===== src/rtl/mips_pkg.sv =====
// Shared types and constants for the MIPS front end.
package mips_pkg;

    // Default PC loaded on reset and default exception target.
    localparam logic [31:0] DEF_RESET_PC   = 32'h0000_0000;
    localparam logic [31:0] DEF_EXC_VECTOR = 32'h0000_0080;

    // Fetch sequencer states.
    typedef enum logic [1:0] {
        BOOT,
        FETCH,
        STALLED
    } state_e;

    // Where the next PC came from.
    typedef enum logic [2:0] {
        SRC_SEQ,
        SRC_BR,
        SRC_JMP,
        SRC_EXC,
        SRC_PEND
    } src_e;

    // Instruction addresses are word aligned; low two bits are dropped.
    function automatic logic [31:0] align_word(input logic [31:0] addr);
        return {addr[31:2], 2'b00};
    endfunction

endpackage


===== src/rtl/pc_next_select.sv =====
// Priority selector for the next program counter.
// o_new_* describes the highest-priority redirect arriving this cycle (pending ignored);
// o_next_* is the PC to load on a fetch accept, including pending and pc+4.
module pc_next_select
    import mips_pkg::*;
#(
    parameter logic [31:0] EXC_VECTOR = DEF_EXC_VECTOR
) (
    input  logic [31:0] i_pc_plus_four,
    input  logic        i_exception,
    input  logic        i_jump_valid,
    input  logic [31:0] i_jump_target,
    input  logic        i_branch_valid,
    input  logic [31:0] i_branch_target,
    input  logic        i_pend_valid,
    input  logic        i_pend_exc,
    input  logic [31:0] i_pend_target,
    output logic [31:0] o_next_pc,
    output src_e        o_next_src,
    output logic        o_new_valid,
    output src_e        o_new_src,
    output logic [31:0] o_new_target
);

    logic w_new_wins;

    // Highest-priority incoming redirect: exception > jump > branch.
    always_comb begin
        o_new_valid  = i_exception | i_jump_valid | i_branch_valid;
        o_new_src    = SRC_SEQ;
        o_new_target = i_pc_plus_four;
        if (i_exception) begin
            o_new_src    = SRC_EXC;
            o_new_target = align_word(EXC_VECTOR);
        end else if (i_jump_valid) begin
            o_new_src    = SRC_JMP;
            o_new_target = align_word(i_jump_target);
        end else if (i_branch_valid) begin
            o_new_src    = SRC_BR;
            o_new_target = align_word(i_branch_target);
        end
    end

    // A buffered exception still outranks a fresh jump or branch.
    always_comb begin
        w_new_wins = o_new_valid & (i_exception | ~(i_pend_valid & i_pend_exc));
        if (w_new_wins) begin
            o_next_pc  = o_new_target;
            o_next_src = o_new_src;
        end else if (i_pend_valid) begin
            o_next_pc  = i_pend_target;
            o_next_src = SRC_PEND;
        end else begin
            o_next_pc  = i_pc_plus_four;
            o_next_src = SRC_SEQ;
        end
    end

endmodule


===== src/rtl/pc_sequencer.sv =====
// Program counter owner and instruction fetch sequencer.
// Holds the PC, runs the BOOT/FETCH/STALLED handshake FSM and buffers redirects
// that arrive while a fetch request is waiting for imem.
module pc_sequencer
    import mips_pkg::*;
#(
    parameter logic [31:0] RESET_PC   = DEF_RESET_PC,
    parameter logic [31:0] EXC_VECTOR = DEF_EXC_VECTOR
) (
    input  logic        clk,
    input  logic        rst_n,
    input  logic        stall,
    input  logic        fetchReady,
    output logic        fetchReq,
    output logic [31:0] fetchAddr,
    input  logic        exception,
    input  logic        jumpValid,
    input  logic [31:0] jumpTarget,
    input  logic        branchValid,
    input  logic [31:0] branchTarget,
    output logic [31:0] pc,
    output logic [31:0] pcPlusFour,
    output logic        redirectTaken
);

    state_e      r_state;
    state_e      w_state_next;
    logic [31:0] r_pc;
    logic        r_pend_valid;
    logic        r_pend_exc;
    logic [31:0] r_pend_target;
    logic        r_redirect;

    logic [31:0] w_pc_plus_four;
    logic        w_fetch_req;
    logic        w_accept;
    logic [31:0] w_next_pc;
    src_e        w_next_src;
    logic        w_new_valid;
    src_e        w_new_src;
    logic [31:0] w_new_target;

    assign w_pc_plus_four = r_pc + 32'd4;
    assign w_fetch_req    = (r_state == FETCH);
    assign w_accept       = w_fetch_req & fetchReady;

    pc_next_select #(
        .EXC_VECTOR (EXC_VECTOR)
    ) u_next_select (
        .i_pc_plus_four  (w_pc_plus_four),
        .i_exception     (exception),
        .i_jump_valid    (jumpValid),
        .i_jump_target   (jumpTarget),
        .i_branch_valid  (branchValid),
        .i_branch_target (branchTarget),
        .i_pend_valid    (r_pend_valid),
        .i_pend_exc      (r_pend_exc),
        .i_pend_target   (r_pend_target),
        .o_next_pc       (w_next_pc),
        .o_next_src      (w_next_src),
        .o_new_valid     (w_new_valid),
        .o_new_src       (w_new_src),
        .o_new_target    (w_new_target)
    );

    // FSM state register.
    always_ff @(posedge clk or negedge rst_n) begin
        if (!rst_n) begin
            r_state <= BOOT;
        end else begin
            r_state <= w_state_next;
        end
    end

    // FSM next state: stall only takes effect once the outstanding request is accepted.
    always_comb begin
        w_state_next = r_state;
        case (r_state)
            BOOT:    w_state_next = stall ? STALLED : FETCH;
            FETCH:   if (w_accept && stall) w_state_next = STALLED;
            STALLED: if (!stall) w_state_next = FETCH;
            default: w_state_next = BOOT;
        endcase
    end

    // FSM outputs; fetchReq falls with the asynchronous reset through r_state.
    always_comb begin
        fetchReq      = w_fetch_req;
        fetchAddr     = r_pc;
        pc            = r_pc;
        pcPlusFour    = w_pc_plus_four;
        redirectTaken = r_redirect;
    end

    // PC, pending-redirect buffer and redirect pulse.
    always_ff @(posedge clk or negedge rst_n) begin
        if (!rst_n) begin
            r_pc          <= RESET_PC;
            r_pend_valid  <= 1'b0;
            r_pend_exc    <= 1'b0;
            r_pend_target <= '0;
            r_redirect    <= 1'b0;
        end else begin
            r_redirect <= 1'b0;
            if (r_state == FETCH) begin
                if (w_accept) begin
                    r_pc         <= w_next_pc;
                    r_pend_valid <= 1'b0;
                    r_pend_exc   <= 1'b0;
                    r_redirect   <= (w_next_src != SRC_SEQ);
                end else if (w_new_valid &&
                             !(r_pend_valid && r_pend_exc && w_new_src != SRC_EXC)) begin
                    // Request must stay stable, so park the redirect until accept.
                    r_pend_valid  <= 1'b1;
                    r_pend_exc    <= (w_new_src == SRC_EXC);
                    r_pend_target <= w_new_target;
                end
            end else if (w_new_valid) begin
                // No request outstanding: redirect straight into the PC.
                r_pc         <= w_new_target;
                r_pend_valid <= 1'b0;
                r_pend_exc   <= 1'b0;
                r_redirect   <= 1'b1;
            end
        end
    end

endmodule


===== config.mk =====
export PLATFORM = sky130hd
export DESIGN_NAME = pc_sequencer
export DESIGN_NICKNAME = d
export VERILOG_FILES = /design/src/rtl/mips_pkg.sv /design/src/rtl/pc_next_select.sv /design/src/rtl/pc_sequencer.sv
export SDC_FILE = /design/constraint.sdc
export NUM_CORES = 1
export LEC_CHECK = 0
export CORE_AREA = 2 2 101 127
export CTS_BUF_LIST = sky130_fd_sc_hd__clkbuf_2 sky130_fd_sc_hd__clkbuf_4 sky130_fd_sc_hd__clkbuf_8
export CTS_CLUSTER_SIZE = 40
export DETAILED_ROUTE_END_ITERATION = 7
export DIE_AREA = 0 0 103 129
export GPL_ROUTABILITY_DRIVEN = 0
export GPL_TIMING_DRIVEN = 1
export PLACE_DENSITY = 0.72
export SYNTH_ARGS = -nofsm -noshare
export SYNTH_HDL_FRONTEND = slang
export SYNTH_SLANG_ARGS = --single-unit

===== constraint.sdc =====
create_clock -name clk -period 4.65 [get_ports clk]
set_clock_uncertainty 0.05 [all_clocks]
set_input_delay 0.465 -clock clk [delete_from_list [all_inputs] [get_ports clk]]
set_output_delay 0.465 -clock clk [all_outputs]
set_load 0.02 [all_outputs]

==> results of run 1 <==
cell usage in the layout (no fill, tap or decap), types with 11 or more instances in the layout:
cell             instances
clkdlybuf4s50_1        163
o21ai_0                 42
nand2_1                 73
dfrtp_1                 68
buf_4                   12
inv_1                   12
nor3_1                  15
nand2b_1                11
nand3_1                 15
a21oi_1                 19
o211ai_1                11
clkbuf_8                11
xnor2_1                 20
nor2_1                  27
mux2i_1                 14
cells by family after synthesis:
kind of cell	count (synthesis)	share of synthesized area
buffers and inverters	86	0.1008
and+or+nand+nor	189	0.1991
muxes	22	0.04845
DFF	69	0.3633
AOI/OAI and AO/OA	161	0.2346
adders and majority gates	1	0.002633
xor gates and xnor gates	26	0.05108
area by class of cell:
type	count	area [um2]
fill	1168	5609
tap	164	205.2
inverter	12	45.04
sequential	69	1728
clock inverter	1	7.507
clock buffer	14	173.9
timing repair buffer	176	1727
multi-input combinational	399	2554
per-stage QoR:
stage,total power [mW],worst slack (ns),util
final,2.162,0.9861,0.5345
after CTS,2.162,1.054,0.5345
after global placement,1.675,1.323,0.5194
after detailed placement,1.697,1.246,0.5194
after global routing,2.263,0.8487,0.5345
after floorplan,1.320,2.178,-
per-layer routing:
layer / vias up / GRT usage / part of all wire
met1: 2421 / 0.3109 / 0.39
met2: 282 / 0.4114 / 0.49
li1: 2212 / - / -
met3: 33 / 0.04780 / 0.091
met4: 0 / 0.1146 / 0.030
met5: - / 0 / 0
sequential cells by signal (all words and copies together) (netlist names):
register	cells
fetchAddr	32
r_pend_target	32
r_state	2
r_pend_exc	1
r_pend_valid	1
redirectTaken	1
power groups by stage:
| stage | clock network [mW] | registers [mW] | logic (mW) |
|---|---|---|---|
| 2_1_floorplan | 0 | 0.845 | 0.474 |
| 3_3_place_gp | 0 | 0.843 | 0.832 |
| 3_5_place_dp | 0 | 0.852 | 0.846 |
| 4_1_cts | 0.473 | 0.840 | 0.849 |
| 5_1_grt | 0.496 | 0.860 | 0.906 |
| 6_report | 0.471 | 0.842 | 0.848 |
worst max path at each step:
stage	start	end	slack [ns]	depth (start not counted)
floorplan	fetchAddr[4]	fetchAddr[27]	2.18	8
global placement	branchValid	fetchAddr[25]	1.32	7
detailed placement	branchValid	fetchAddr[25]	1.25	7
CTS	fetchAddr[10]	pcPlusFour[23]	1.05	5
global route	fetchAddr[23]	pcPlusFour[31]	0.85	6
finish	fetchAddr[11]	pcPlusFour[23]	0.99	5
critical path, stage by stage, from the launching register on:
cell	delay [ns]
dfrtp_1	0.56
and4_1	0.30
and4_1	0.55
nand4_1	0.38
xnor2_1	0.33
clkdlybuf4s50_1	0.66
==> summary.txt, run 1 <==
Timing
  • # setup viols final: 0
  • RSZ-0062 raised after global routing: false
  • Period minus WS final: approximately 3.7 ns
  • Setup TNS: 0 ns
  • Hold Fails Final Rpt: 0
  • Worst Max-Slew Pin Slew: about 1.1 ns
  • Minimum hold slack: 0.03525 ns
  • Final period util: 0.7879
  • Slew margin rel.: 0.2395
  • Max Clock Freq: 272.9 MHz
  • Fin. max-slew vios: 0

Floorplan
  • Core area: 12,050 um2
  • Die Height: roughly 130 um
  • Chip width: slightly above 100 um
  • Die area: between 10,000 and 15,000 um2
  • Initial Util: 0.3944
  • Ports: 169
  • FP Rows: 45

Pwr
  • Switching fraction of total power: 0.3759
  • Peak supply drop: 0.1712 mV
  • P_leak: 2.563 nW
  • Pwr/cell area: 335.7 nW/um2
  • Psw: 0.8125 mW
  • Part of the power in registers: 0.390
  • P_int: about 1.3 mW
  • Clock group share of total power: 0.218
  • Logic pwr share: 0.392

Finish
  • Synth-to-Final Area Change: 35.52%
  • # diodes: 0
  • Fin cells: between 800 and 900
  • Nets@finish: 739
  • Share of layout cells above drive strength 1: 0.08644
  • Design area: 6440 um2

Clock tree
  • Clk slew on worst S/H paths: 0.08 ns
  • Deepest clock path buffer count: 2
  • Clock Latency Late Sink: 0.37 ns
  • CTS tree: yes
  • CTS buffer count: 9
  • Cts hold-fix bufs: 0
  • H-tree depth: 3
  • Root Driver: clkbuf_8
  • Post-cts sizing count: 0
  • Post-CTS Setup Bufs: 0
  • TritonCTS Sinks: between 60 and 70

Place
  • Area after DPL: 6259 um2
  • Inst Count DP: 820
  • Port bufs: roughly 160
  • HPWL after detailed placement: 11.77 mm

Yosys
  • Main synth FF type: dfrtp_1
  • Post-synth top cells: 73 x nand2_1, 69 x dfrtp_1, 43 x o21ai_0
  • Syn. warnings: 0
  • Synth top area share: 0.3633
  • EDFF count, synth: 0
  • Post-synth net total: 626
  • Post-Syn Instances: about 550
  • Mapped Area: 4752 um2
  • Post-synth cell types: 66
  • Most common cell in the synthesized netlist: nand2_1
  • Sequential area share after synthesis: 0.3633
  • FFs w/ async S/R, synth: 1.000
  • Cell taking the most area after synthesis: dfrtp_1
  • Synth Register Bits: 69
  • Synth top area cells: dfrtp_1 36%, nand2_1 5.8%, buf_4 5.7%
  • Syn avg cell area: 8.578 um2

Worst setup path
  • RR Endpoint: fetchAddr[30]
  • R2r setup slk: about 1.8 ns
  • Crit path launch type: flip-flop
  • Crit-path max FO: 11
  • Reg2Reg Depth: 6
  • Arr. time, crit path: between 3 and 4 ns
  • Kind of critical path: flip-flop to output pin
  • RR Startpoint: r_pend_valid
  • Crit end category: output pin
  • Worst path required time: between 4 and 5 ns

Global routing
  • Vias in the first global route: ~4,800
  • Global-route wire length before repair: 25.14 mm
  • Aggregate global routing overflow: 0
  • All-layer global routing usage: 0.2486
  • Pin count of the biggest net entering global routing: between 50 and 60
  • Initial antenna violation count: 0

Detailed routing
  • Via Count: 4,948
  • Per-cell routed wire length: 19.75 um
  • TritonRoute pass-1 iters: 5
  • Via/cell ratio: 5.926
  • Routed Antenna Nets: 0
  • Drt drc: 0
  • Drt first-iter violations: approximately 380
  • WL final: 16.49 mm

Flow run
  • Max-Cap Viols: 0

Min path
  • Hold Path Class: input port to asynchronous set/reset pin

Run status
  • Outcome: finished clean
Note: power is estimated with default switching activity, not from simulation.
==> run 2, diff against run 1 <==
--- a/config.mk
+++ b/config.mk
@@ -12,7 +12,7 @@
 export DIE_AREA = 0 0 103 129
 export GPL_ROUTABILITY_DRIVEN = 0
 export GPL_TIMING_DRIVEN = 1
-export PLACE_DENSITY = 0.72
+export PLACE_DENSITY = 0.74
 export SYNTH_ARGS = -nofsm -noshare
 export SYNTH_HDL_FRONTEND = slang
 export SYNTH_SLANG_ARGS = --single-unit
==> constraint.sdc (replaced) <==
create_clock -name clk -period 3.25 [get_ports clk]
set_clock_uncertainty 0.05 [all_clocks]
set_input_delay 0.325 -clock clk [delete_from_list [all_inputs] [get_ports clk]]
set_output_delay 0.325 -clock clk [all_outputs]
set_load 0.02 [all_outputs]
==> summary.txt, run 2 (same netlist as run 1, synthesis figures left out) <==
Worst setup path
  • Kind of critical path: flip-flop to output pin (unchanged)
  • R2r setup slk: 0.66 ns (was 1.79 ns)
  • Reg2Reg Depth: 7 (was 6)
  • Worst path required time: 2.87 ns (was 4.14 ns)
  • RR Endpoint: fetchAddr[10] (was fetchAddr[30])
  • Arr. time, crit path: 2.75 ns (was 3.15 ns)
  • Crit path launch type: flip-flop (unchanged)
  • Crit end category: output pin (unchanged)
  • RR Startpoint: fetchAddr[2] (was r_pend_valid)
  • Crit path cell chain: ha_1, nand4_1, nor2_1, nand3_2, xnor2_2, clkdlybuf4s50_1 (was and4_1, and4_1, nand4_1, xnor2_1, clkdlybuf4s50_1)
  • Crit-path max FO: 7 (was 11)
  • Max stage delay on crit path: 0.66 ns (about the same)
  • Critical Path Slowest Stage Cell: clkdlybuf4s50_1 (unchanged)

Run status
  • Outcome: finished clean (unchanged)

Finish
  • Most frequent cells in the layout: 163 x clkdlybuf4s50_1, 73 x nand2_1, 62 x dfrtp_1 (was 163 x clkdlybuf4s50_1, 73 x nand2_1, 68 x dfrtp_1)
  • Filler cell count: 1,114 (was 1,168)
  • Nets@finish: 761 (was 739)
  • Register area: 1735 um2 (was 1728 um2)
  • # diodes: 0 (unchanged)
  • Multi-input logic area: 2572 um2 (was 2554 um2)
  • Share of layout cells above drive strength 1: 0.1297 (was 0.08644)
  • Most common cell after layout, fill and taps aside: clkdlybuf4s50_1 (unchanged)
  • Final Util: 0.5537 (was 0.5345)
  • Synth-to-Final Area Change: 40.39% (was 35.52%)
  • Design area: 6671 um2 (was 6440 um2)

Detailed routing
  • WL final: 16.87 mm (was 16.49 mm)
  • TritonRoute pass-1 iters: 7 (was 5)
  • Routed Antenna Nets: 0 (unchanged)
  • Via Count: 5,035 (was 4,948)
  • Per-cell routed wire length: 19.67 um (was 19.75 um)
  • Drt first-iter violations: 381 (was 375)
  • Via/cell ratio: 5.868 (was 5.926)
  • Drt drc: 0 (unchanged)

Timing
  • Minimum hold slack: 0.04777 ns (was 0.03525 ns)
  • Hold Fails Final Rpt: 0 (unchanged)
  • # setup viols final: 0 (unchanged)
  • Worst Max-Slew Pin Slew: 0.9141 ns (was 1.141 ns)
  • Slew margin rel.: 0.3906 (was 0.2395)
  • RSZ-0062 raised after global routing: true (was false)
  • Period minus WS final: roughly 3.1 ns
  • Fin. max-slew vios: 0 (unchanged)
  • Max Clock Freq: ~320 MHz
  • Final period util: 0.9620

Floorplan
  • Core area: 12,050 um2 (unchanged)
  • FP Rows: 45 (unchanged)
  • Chip width: 103 um (unchanged)
  • Die area: 13,290 um2 (unchanged)
  • Ports: 169 (unchanged)
  • Initial Util: 0.3944 (unchanged)
  • Die Height: 129 um (unchanged)

Pwr
  • Total power: 3.269 mW (was 2.162 mW)
  • P_leak: 2.692 nW (was 2.563 nW)
  • Pwr/cell area: 490.0 nW/um2 (was 335.7 nW/um2)
  • Peak supply drop: 0.2088 mV (was 0.1712 mV)

Clock tree
  • CTS tree: yes (unchanged)
  • TritonCTS Sinks: 69 (unchanged)
  • Deepest clock path buffer count: 2 (unchanged)
  • Cts hold-fix bufs: 0 (unchanged)
  • H-tree depth: 3 (unchanged)
  • Clock Latency Late Sink: 0.36 ns (was 0.37 ns)
  • Clk slew on worst S/H paths: 0.09 ns (was 0.08 ns)
  • CTS buffer count: 9 (unchanged)
  • Root Driver: clkbuf_8 (unchanged)

Flow run
  • Max-Cap Viols: 0 (unchanged)

Global routing
  • Pin count of the biggest net entering global routing: 40 (was 57)
  • Global-route wire length before repair: 26.64 mm (was 25.14 mm)
  • Initial antenna violation count: 0 (unchanged)
  • Vias in the first global route: 5,120 (was 4,823)
  • Aggregate global routing overflow: 0 (unchanged)
  • All-layer global routing usage: 0.2613 (was 0.2486)

Place
  • Area after DPL: 6409 um2 (was 6259 um2)
  • Port bufs: 164 (unchanged)
  • HPWL after detailed placement: 12.42 mm (was 11.77 mm)

Min path
  • Hold Path Class: input port to asynchronous set/reset pin (unchanged)
[run 2: what timing repair did]
action | CTS | global route
resized for setup | 1 | 10
setup endpoints to repair | 1 | 10
pin swaps | 0 | 1
buffers inserted | 0 | 2
[run 2: critical path, delay by kind of cell, from the launching register on]
kind | cells | cell delay (ns)
fa+ha+maj | 1 | 0.28
flops | 1 | 0.48
simple gates | 3 | 0.73
buf+inv | 1 | 0.66
xor+xnor | 1 | 0.23
[run 2: power by group]
group | switching, mW | internal (mW) | total [mW] | leakage, nW
clock | 0.369 | 0.434 | 0.804 | 0.106
sequential | 0.161 | 1.00 | 1.16 | 0.887
combinational | 0.679 | 0.623 | 1.30 | 1.70
total | 1.21 | 2.06 | 3.27 | 2.69
[run 2: layer usage]
| metal | global-route usage | vias up | routed length (um) |
|---|---|---|---|
| met5 | 0 | - | 0 |
| met4 | 0.1509 | 0 | 765 |
| met3 | 0.05269 | 57 | 1624 |
| met2 | 0.4114 | 313 | 8090 |
| met1 | 0.3304 | 2416 | 6393 |
| li1 | - | 2249 | - |
[run 2: how the worst max path moves through the flow]
stage | start | to | slack, ns | cells after the start
2_1_floorplan | fetchAddr[4] | fetchAddr[27] | 0.78 | 8
3_3_place_gp | fetchAddr[21] | pcPlusFour[31] | 0.43 | 6
3_5_place_dp | fetchAddr[8] | pcPlusFour[23] | 0.37 | 6
4_1_cts | fetchAddr[21] | pcPlusFour[31] | 0.02 | 6
5_1_grt | fetchAddr[21] | pcPlusFour[31] | -0.03 | 6
6_report | fetchAddr[2] | pcPlusFour[28] | 0.12 | 6
[run 2: final cells by class]
type,count,share of cell area
clock buffers,9,0.01857
clock inverters,7,0.01463
well taps,164,0.03076
repair buffers,198,0.2836
multi-input cells,399,0.3856
flip-flops and latches,69,0.2601
inverters,12,0.006752
[run 2: stage by stage]
step	setup WS, ns	setup TNS (ns)	cells
final	0.1236	0	858
after global routing	-0.02698	-0.02925	858
after CTS	0.02470	0	856
after detailed placement	0.3723	0	840
after global placement	0.4282	0	840
after floorplan	0.7778	0	554
